$ cat src/rtl/tap_pkg.sv
// Shared TAP definitions: 1149.1 state encoding, instruction opcodes and the IR capture pattern.
package tap_pkg;

    typedef logic [3:0] tap_state_t;

    localparam tap_state_t ST_TEST_LOGIC_RESET = 4'hF;
    localparam tap_state_t ST_RUN_TEST_IDLE    = 4'hC;
    localparam tap_state_t ST_SELECT_DR        = 4'h7;
    localparam tap_state_t ST_CAPTURE_DR       = 4'h6;
    localparam tap_state_t ST_SHIFT_DR         = 4'h2;
    localparam tap_state_t ST_EXIT1_DR         = 4'h1;
    localparam tap_state_t ST_PAUSE_DR         = 4'h3;
    localparam tap_state_t ST_EXIT2_DR         = 4'h0;
    localparam tap_state_t ST_UPDATE_DR        = 4'h5;
    localparam tap_state_t ST_SELECT_IR        = 4'h4;
    localparam tap_state_t ST_CAPTURE_IR       = 4'hE;
    localparam tap_state_t ST_SHIFT_IR         = 4'hA;
    localparam tap_state_t ST_EXIT1_IR         = 4'h9;
    localparam tap_state_t ST_PAUSE_IR         = 4'hB;
    localparam tap_state_t ST_EXIT2_IR         = 4'h8;
    localparam tap_state_t ST_UPDATE_IR        = 4'hD;

    localparam logic [3:0] OP_EXTEST   = 4'b0000;
    localparam logic [3:0] OP_IDCODE   = 4'b0001;
    localparam logic [3:0] OP_SAMPLE   = 4'b0010;
    localparam logic [3:0] OP_INTEST   = 4'b0011;
    localparam logic [3:0] OP_USERCODE = 4'b0100;
    localparam logic [3:0] OP_RUNBIST  = 4'b0101;
    localparam logic [3:0] OP_GETTEST  = 4'b0110;
    localparam logic [3:0] OP_BYPASS   = 4'b1111;

    localparam logic [3:0] IR_CAPTURE  = 4'b0001;

endpackage

$ cat src/rtl/tap_fsm.sv
// 16-state IEEE 1149.1 TAP controller state machine, advanced by TMS on the TCK rising edge.
module tap_fsm
    import tap_pkg::*;
(
    input  logic       TCK,
    input  logic       TRST_N,
    input  logic       TMS,
    output logic [3:0] TAP_STATE
);

    tap_state_t state_q, state_d;

    // Standard TMS transition table
    always_comb begin
        state_d = ST_TEST_LOGIC_RESET;
        case (state_q)
            ST_TEST_LOGIC_RESET: state_d = TMS ? ST_TEST_LOGIC_RESET : ST_RUN_TEST_IDLE;
            ST_RUN_TEST_IDLE:    state_d = TMS ? ST_SELECT_DR        : ST_RUN_TEST_IDLE;
            ST_SELECT_DR:        state_d = TMS ? ST_SELECT_IR        : ST_CAPTURE_DR;
            ST_CAPTURE_DR:       state_d = TMS ? ST_EXIT1_DR         : ST_SHIFT_DR;
            ST_SHIFT_DR:         state_d = TMS ? ST_EXIT1_DR         : ST_SHIFT_DR;
            ST_EXIT1_DR:         state_d = TMS ? ST_UPDATE_DR        : ST_PAUSE_DR;
            ST_PAUSE_DR:         state_d = TMS ? ST_EXIT2_DR         : ST_PAUSE_DR;
            ST_EXIT2_DR:         state_d = TMS ? ST_UPDATE_DR        : ST_SHIFT_DR;
            ST_UPDATE_DR:        state_d = TMS ? ST_SELECT_DR        : ST_RUN_TEST_IDLE;
            ST_SELECT_IR:        state_d = TMS ? ST_TEST_LOGIC_RESET : ST_CAPTURE_IR;
            ST_CAPTURE_IR:       state_d = TMS ? ST_EXIT1_IR         : ST_SHIFT_IR;
            ST_SHIFT_IR:         state_d = TMS ? ST_EXIT1_IR         : ST_SHIFT_IR;
            ST_EXIT1_IR:         state_d = TMS ? ST_UPDATE_IR        : ST_PAUSE_IR;
            ST_PAUSE_IR:         state_d = TMS ? ST_EXIT2_IR         : ST_PAUSE_IR;
            ST_EXIT2_IR:         state_d = TMS ? ST_UPDATE_IR        : ST_SHIFT_IR;
            ST_UPDATE_IR:        state_d = TMS ? ST_SELECT_DR        : ST_RUN_TEST_IDLE;
            default:             state_d = ST_TEST_LOGIC_RESET;
        endcase
    end

    // State register
    always_ff @(posedge TCK or negedge TRST_N) begin
        if (!TRST_N) begin
            state_q <= ST_TEST_LOGIC_RESET;
        end else begin
            state_q <= state_d;
        end
    end

    assign TAP_STATE = state_q;

endmodule

$ cat src/rtl/tap_ctrl.sv
// TAP controller top: IR shift/latch, instruction decode and falling-edge TDO mux.
// Optional bypass register enabled by defining TAP_CTRL_BYPASS_EN.
module tap_ctrl
    import tap_pkg::*;
#(
    parameter int IR_WIDTH = 4
) (
    input  logic       TCK,
    input  logic       TRST_N,
    input  logic       TMS,
    input  logic       TDI,
    output logic       TDO,
    output logic       TDO_EN,
    output logic       CAPTUREDR,
    output logic       SHIFTDR,
    output logic       UPDATEDR,
    output logic       IDCODE_SELECT,
    output logic       SAMPLE_SELECT,
    output logic       EXTEST_SELECT,
    output logic       INTEST_SELECT,
    output logic       USERCODE_SELECT,
    output logic       RUNBIST_SELECT,
    output logic       GETTEST_SELECT,
    input  logic       ID_REG_TDO,
    input  logic       USERCODE_REG_TDO,
    input  logic       BSR_TDO,
    input  logic       STATUS_BIST_TDO,
    output logic [3:0] TAP_STATE
);

    tap_state_t          state_s;
    logic [IR_WIDTH-1:0] ir_shift_q, ir_shift_d;
    logic [IR_WIDTH-1:0] ir_latch_q, ir_latch_d;
    logic                tdo_q, tdo_d;
    logic                tdo_en_q, tdo_en_d;
    logic                dr_tdo_s, bypass_tdo_s, tlr_entry_s;

    tap_fsm u_fsm (
        .TCK       (TCK),
        .TRST_N    (TRST_N),
        .TMS       (TMS),
        .TAP_STATE (state_s)
    );

    assign TAP_STATE = state_s;
    assign CAPTUREDR = (state_s == ST_CAPTURE_DR);
    assign SHIFTDR   = (state_s == ST_SHIFT_DR);
    assign UPDATEDR  = (state_s == ST_UPDATE_DR);

    // TEST_LOGIC_RESET is only ever entered from SELECT_IR (or itself) with TMS high
    assign tlr_entry_s = (state_s == ST_TEST_LOGIC_RESET) ||
                         ((state_s == ST_SELECT_IR) && TMS);

    // IR shift register and instruction latch next state
    always_comb begin
        ir_shift_d = ir_shift_q;
        ir_latch_d = ir_latch_q;
        case (state_s)
            ST_CAPTURE_IR: ir_shift_d = IR_WIDTH'(IR_CAPTURE);
            ST_SHIFT_IR:   ir_shift_d = {TDI, ir_shift_q[IR_WIDTH-1:1]};
            default:       ir_shift_d = ir_shift_q;
        endcase
        if (tlr_entry_s) begin
            ir_latch_d = IR_WIDTH'(OP_IDCODE);
        end else if (state_s == ST_UPDATE_IR) begin
            ir_latch_d = ir_shift_q;
        end else begin
            ir_latch_d = ir_latch_q;
        end
    end

    // IR registers
    always_ff @(posedge TCK or negedge TRST_N) begin
        if (!TRST_N) begin
            ir_shift_q <= '0;
            ir_latch_q <= IR_WIDTH'(OP_IDCODE);
        end else begin
            ir_shift_q <= ir_shift_d;
            ir_latch_q <= ir_latch_d;
        end
    end

    assign IDCODE_SELECT   = (ir_latch_q == IR_WIDTH'(OP_IDCODE));
    assign SAMPLE_SELECT   = (ir_latch_q == IR_WIDTH'(OP_SAMPLE));
    assign EXTEST_SELECT   = (ir_latch_q == IR_WIDTH'(OP_EXTEST));
    assign INTEST_SELECT   = (ir_latch_q == IR_WIDTH'(OP_INTEST));
    assign USERCODE_SELECT = (ir_latch_q == IR_WIDTH'(OP_USERCODE));
    assign RUNBIST_SELECT  = (ir_latch_q == IR_WIDTH'(OP_RUNBIST));
    assign GETTEST_SELECT  = (ir_latch_q == IR_WIDTH'(OP_GETTEST));

`ifdef TAP_CTRL_BYPASS_EN
    logic bypass_q, bypass_d;

    // Bypass bit: captures 0, then samples TDI while shifting
    always_comb begin
        case (state_s)
            ST_CAPTURE_DR: bypass_d = 1'b0;
            ST_SHIFT_DR:   bypass_d = TDI;
            default:       bypass_d = bypass_q;
        endcase
    end

    // Bypass register
    always_ff @(posedge TCK or negedge TRST_N) begin
        if (!TRST_N) begin
            bypass_q <= 1'b0;
        end else begin
            bypass_q <= bypass_d;
        end
    end

    assign bypass_tdo_s = bypass_q;
`else
    assign bypass_tdo_s = 1'b0;
`endif

    // DR source selection by current instruction
    always_comb begin
        case (ir_latch_q)
            IR_WIDTH'(OP_IDCODE):   dr_tdo_s = ID_REG_TDO;
            IR_WIDTH'(OP_USERCODE): dr_tdo_s = USERCODE_REG_TDO;
            IR_WIDTH'(OP_RUNBIST):  dr_tdo_s = STATUS_BIST_TDO;
            IR_WIDTH'(OP_SAMPLE),
            IR_WIDTH'(OP_EXTEST),
            IR_WIDTH'(OP_INTEST),
            IR_WIDTH'(OP_GETTEST):  dr_tdo_s = BSR_TDO;
            default:                dr_tdo_s = bypass_tdo_s;
        endcase
    end

    // TDO / TDO_EN next value, held outside the shift states
    always_comb begin
        tdo_en_d = (state_s == ST_SHIFT_IR) || (state_s == ST_SHIFT_DR);
        if (state_s == ST_SHIFT_IR) begin
            tdo_d = ir_shift_q[0];
        end else if (state_s == ST_SHIFT_DR) begin
            tdo_d = dr_tdo_s;
        end else begin
            tdo_d = tdo_q;
        end
    end

    // Falling-edge output registers
    always_ff @(negedge TCK or negedge TRST_N) begin
        if (!TRST_N) begin
            tdo_q    <= 1'b0;
            tdo_en_q <= 1'b0;
        end else begin
            tdo_q    <= tdo_d;
            tdo_en_q <= tdo_en_d;
        end
    end

    assign TDO    = tdo_q;
    assign TDO_EN = tdo_en_q;

endmodule

$ cat config.mk
export PLATFORM = sky130hd
export DESIGN_NAME = tap_ctrl
export DESIGN_NICKNAME = d
export VERILOG_FILES = /design/src/rtl/tap_pkg.sv /design/src/rtl/tap_fsm.sv /design/src/rtl/tap_ctrl.sv
export SDC_FILE = /design/constraint.sdc
export NUM_CORES = 1
export LEC_CHECK = 0
export BUFFER_PORTS_ARGS = -buffer_cell sky130_fd_sc_hd__buf_2
export CORE_ASPECT_RATIO = 1.4
export CORE_MARGIN = 3
export CORE_UTILIZATION = 25
export CTS_BUF_LIST = sky130_fd_sc_hd__clkbuf_4
export DETAILED_ROUTE_END_ITERATION = 8
export HOLD_SLACK_MARGIN = 0.03
export PLACE_DENSITY = 0.53
export SLEW_MARGIN = 15
export SYNTH_ARGS = -nofsm -noshare
export SYNTH_HDL_FRONTEND = slang
export SYNTH_SLANG_ARGS = --single-unit
$ cat constraint.sdc
create_clock -name TCK -period 3.17 [get_ports TCK]
set_clock_uncertainty 0.05 [all_clocks]
set_input_delay 0.1585 -clock TCK [delete_from_list [all_inputs] [get_ports TCK]]
set_output_delay 0.1585 -clock TCK [all_outputs]
set_load 0.02 [all_outputs]
==> impl_metrics.toml, run 1 <==
[power]
p_leak_nw = 0.457
ir_drop_mv = 0.299
p_int_w = 0.000504
power_density_nw_per_um2 = 974
pwr-share-seq_pct = 40.2
comb_power_share_pct = 48.5
power_frac_clock_pct = 11.2
sw_frac_of_total_pct = 45.1
power.switching_w = 0.000414

[status]
status = "finished clean"

[clocking]
cts_tree = "yes"
htreeDepth = 1
cts-hold-fix-buffers = 1
clkSlewWorstSetupHoldPaths_ns = 0.09
clk_latency_ns = 0.28
cts_setup_buffers = 0
cts_num_sinks = 14
cts_buffers = 3
cts_resized = 0
clk_path_buf_depth = 2
clock-root-buffer = "clkbuf_4"

[worst_setup_path]
cp.required_ns = 1.84
r2r-start = "u_fsm.TAP_STATE[1]"
r2r_cells = 4
max_stage_delay_ns = 0.56
critPathTopFamily = "simple AND/OR/NAND/NOR gates"
crit_buf_inv = 0
crit_path_cell_trace = "nand2b_4 > or2_4 > or4_1 > o22ai_1"
critPathMaxFanout = 4
startpoint_type = "register"
cp-end-kind = "register"
critical-path-slowest-cell = "dfstp_2"
arrival_ns = 1.75
r2r_slack_ns = 0.09
worstSetupPathType = "reg -> reg"
timing.rr.end = "TDO"

[timing]
finalSetupTns_ns = 0
hold_viol = 0
worst_pin_slew_ns = 0.346
drv_slew = 0
finalSetupViolations = 0
slew_headroom_pct = 76.9
rsz0062_at_grt = "no"

[hold_path]
min_from = "TDI"
whs_path_depth = 3
hold_class = "in -> reg"
hold_end = "ir_shift_q[3]"

[yosys]
yosysWarnings = 0
synth-edff-count = 0
synth_top_area_cell = "dfrtp_1"
ys_seq_area_share_pct = 46.5
syn_inst = 87
yosys.cell_count.top_type = "nand2_1"
synthArstFlopShare_pct = 100
netlist_area_sq_um = 767
ys_types = 27
yosys.area.top_type_share_pct = 22.8
synthTopCellsByArea = "dfrtp_1 (23%), dfstp_2 (17%), dfrtn_1 (6.5%), nand2_1 (6.4%), nand2b_1 (5.7%)"
ys_top_cells_by_count = "nand2_1 (13), a21oi_1 (7), dfrtp_1 (7), nand2b_1 (7), nor2_1 (7)"
synth_seq_cells = 14
syn_area_per_cell_sq_um = 8.82
synthFlopType = "dfrtp_1"
syn-num-nets = 95

[die]
start_util_pct = 26.4
core_area_sq_um = 2910
rows = 23
ioPinCount = 24
die_h_um = 71.5
dieArea_sq_um = 3780
fp.dieW_um = 52.8

[grt]
antenna_found_initial = 0
gr-total-overflow = 0
grt_max_degree = 15
grt_pass1_wl_mm = 2.84
grt_pass1_vias = 640
track_usage_pct = 9.73

[final_layout]
drive_gt1_share_pct = 31.9
postLayoutCoreUtil_pct = 32.4
diodes = 0
design_area_sq_um = 942
final_nets = 122
fillers = 327
area_growth_pct = 22.8

[drt]
wl_per_cell_um = 11.1
first_iter_violations = 19
antenna_left = 0
routed_wl_mm = 1.67
vias = 690
viasPerCell = 4.60
first_pass_iters = 4
drc = 0

[place]
dpl.hpwl_mm = 1.28
routabilityCongestion = 0.722
port_buffers = 23
placed_cell_area_sq_um = 906

[run]
drv_cap = 0
==> tightest hold or removal path, stage by stage <==
cell      delay [ns]
buf_2           0.09
nand2b_1        0.05
o21ai_0         0.06
==> power groups by stage <==
| stage | registers, W | logic, W | clock network (W) |
|---|---|---|---|
| 2_1_floorplan | 0.000382 | 0.000318 | 0 |
| 3_3_place_gp | 0.000369 | 0.000447 | 0 |
| 3_5_place_dp | 0.000373 | 0.000450 | 0 |
| 4_1_cts | 0.000369 | 0.000452 | 0.000108 |
| 5_1_grt | 0.000387 | 0.000501 | 0.000114 |
| 6_report | 0.000369 | 0.000446 | 0.000103 |
==> state kept, by name (all words and copies together) (netlist names) <==
| register | cells |
|---|---|
| ir_latch_q | 4 |
| TDO_EN | 1 |
| u_fsm.TAP_STATE | 4 |
| TDO | 1 |
| ir_shift_q | 4 |
==> layer usage <==
| layer | track usage [%] | share of wire, % | vias up |
|---|---|---|---|
| li1 | - | - | 347 |
| met1 | 12.0 | 41 | 313 |
| met2 | 16.2 | 50 | 28 |
| met3 | 0.624 | 7.2 | 2 |
| met4 | 5.97 | 1.7 | 0 |
| met5 | 0 | 0 | - |
==> final cells by class <==
| type | count | area, sq um | share of cell area, % |
|---|---|---|---|
| Clock buffer | 3 | 22.5 | 2.39 |
| Clock inverter | 1 | 3.75 | 0.398 |
| Inverter | 4 | 15.0 | 1.59 |
| Multi-Input combinational cell | 65 | 358 | 38.0 |
| Sequential cell | 14 | 357 | 37.8 |
| Tap cell | 37 | 46.3 | 4.91 |
| Timing Repair Buffer | 26 | 140 | 14.9 |
==> stage by stage <==
step | hold slack, ns | worst slack (ns) | cells | power (W)
global route | 0.113 | 0.0274 | 150 | 0.00100
floorplan | -0.187 | 0.00515 | 87 | 0.000700
finish | 0.0830 | 0.0854 | 150 | 0.000918
detailed placement | 0.0184 | 0.0769 | 145 | 0.000823
CTS | 0.0760 | 0.0729 | 150 | 0.000929
global placement | 0.0205 | 0.110 | 145 | 0.000816
==> cells by family after synthesis <==
logic type / after synthesis / synth area share (%)
simple gates: 43 / 29.4
compound gates: 22 / 17.3
flops: 14 / 46.5
buf+inv: 8 / 6.85
==> worst max-delay path by stage <==
stage               cells after the start  slack (ns)                from   to
finish                                  4        0.09  u_fsm.TAP_STATE[1]  TDO
detailed placement                      4        0.08  u_fsm.TAP_STATE[1]  TDO
floorplan                               4       0.005  u_fsm.TAP_STATE[1]  TDO
global placement                        4        0.11  u_fsm.TAP_STATE[1]  TDO
CTS                                     4        0.07  u_fsm.TAP_STATE[1]  TDO
global route                            4        0.03  u_fsm.TAP_STATE[1]  TDO
==> placed cells by master (no fill, tap or decap), drive strengths merged <==
cell,instances
a211oi,1
a21oi,7
a22o,3
a22oi,1
and2,2
buf,25
clkbuf,3
clkinv,1
dfrtn,2
dfrtp,7
dfstp,5
dlygate4sd3,1
inv,4
nand2,13
nand2b,8
nand3,1
nor2,7
nor2b,3
nor3,5
nor3b,1
nor4,1
o21ai,7
o22a,1
o22ai,2
or2,1
or4,1
Power figures use the tool's default switching activity.
==> inputs of run 2 (changes only) <==
CTS_BUF_LIST = sky130_fd_sc_hd__clkbuf_8   (was sky130_fd_sc_hd__clkbuf_4)
==> impl_metrics.toml, run 2 (synthesized netlist as in run 1, its figures left out) <==
[status]
status = "finished clean"

[place]
routabilityCongestion = 0.722
dpl.hpwl_mm = 1.28
port_buffers = 23
dpl.cell_count = 145

[worst_setup_path]
crit_path_cell_trace = "nand2b_4 > or2_4 > or4_1 > o22ai_1"
crit_buf_inv = 0
r2r_slack_ns = 0.1
r2r-start = "u_fsm.TAP_STATE[1]"
max_stage_delay_ns = 0.55
critPathTopFamily = "simple AND/OR/NAND/NOR gates"
startpoint_type = "register"
critical-path-slowest-cell = "dfstp_2"
crit_start = "u_fsm.TAP_STATE[1]"
arrival_ns = 1.71
critPathMaxFanout = 4
cp.required_ns = 1.81
worstSetupPathType = "reg -> reg"
cp-end-kind = "register"

[clocking]
cts_num_sinks = 14
clock-root-buffer = "clkbuf_8"
cts_buffers = 3
clkSlewWorstSetupHoldPaths_ns = 0.06
cts_tree = "yes"
cts_setup_buffers = 0
clk_latency_ns = 0.24
clk_path_buf_depth = 2
htreeDepth = 1

[die]
start_util_pct = 26.4
dieArea_sq_um = 3780
ioPinCount = 24
fp.dieW_um = 52.8
core_area_sq_um = 2910
rows = 23
die_h_um = 71.5

[run]
drv_cap = 0

[final_layout]
final_nets = 122
area_growth_pct = 26.6
drive_gt1_share_pct = 32.7
fin_cells = 150
diodes = 0
mostFrequentLayoutCell = "buf_2"
fillers = 322
mostFrequentLayoutCells = "buf_2 (23), nand2_1 (13)"

[timing]
finalSetupTns_ns = 0
slew_headroom_pct = 77.3
worst_pin_slew_ns = 0.340
rsz0062_at_grt = "no"
finalSetupViolations = 0
drv_slew = 0
hold_viol = 0

[grt]
track_usage_pct = 10.1
grt_pass1_vias = 629
antenna_found_initial = 0
grt_pass1_wl_mm = 2.86
gr-total-overflow = 0
grt_max_degree = 15

[drt]
wl_per_cell_um = 11.1
viasPerCell = 4.63
vias = 695
drc = 0
routed_wl_mm = 1.67
first_pass_iters = 4
antenna_left = 0
first_iter_violations = 9

[power]
p_leak_nw = 0.471
ir_drop_mv = 0.306
power_density_nw_per_um2 = 1020

[hold_path]
hold_class = "in -> reg"
min_from = "TMS"
-- run 2: cell type report --
class                   count  area (sq um)  share of cell area (%)
well taps                  37          46.3                    4.77
multi-input cells          65           358                    36.9
clock buffers               4          55.1                    5.67
flip-flops and latches     14           357                    36.7
repair buffers             26           140                    14.4
inverters                   4          15.0                    1.55
-- run 2: layer usage --
metal	global-route usage (%)	share of wire, %	vias to the layer above
met2	16.0	48	29
met3	1.25	6.9	4
met5	0	0	-
met1	12.4	42	316
met4	6.82	2.5	0
li1	-	-	346
-- run 2: what timing repair did --
action,4_1_cts,5_1_grt
hold endpoints to repair,12,0
gates resized for setup,0,0
hold buffers,1,0
-- run 2: per-stage QoR --
stage          total power [W]  worst slack, ns  util (%)  hold WS [ns]  instance area [sq um]
2_1_floorplan         0.000700          0.00515         -        -0.187                    767
4_1_cts                0.00100           0.0841      33.4         0.118                    971
6_report              0.000987           0.0978      33.4         0.121                    971
3_3_place_gp          0.000816            0.110      31.2        0.0205                    906
5_1_grt                0.00108           0.0408      33.4         0.154                    971
3_5_place_dp          0.000823           0.0769      31.2        0.0184                    906
-- run 2: worst register-to-register path, delay by kind of cell (launching register included) --
family,cells,cell delay [ns]
AO/OA/AOI/OAI,1,0.16
flip-flops,1,0.55
AND/OR/NAND/NOR,3,0.76
-- run 2: path summary, 6_finish.rpt --
path                            depth (start not counted)                 end
worst min-delay path                                    3  u_fsm.TAP_STATE[2]
worst max-delay path                                    4                 TDO
worst min register to register                          2       ir_latch_q[0]
max in group asynchronous                               2                 TDO
worst max register to register                          4                 TDO
min in group asynchronous                               2       ir_shift_q[3]
-- run 2: power breakdown --
part           switching, W  internal [W]  total [W]
Sequential        0.0000953      0.000274   0.000369
Clock             0.0000622      0.000110   0.000172
Combinational      0.000260      0.000185   0.000445
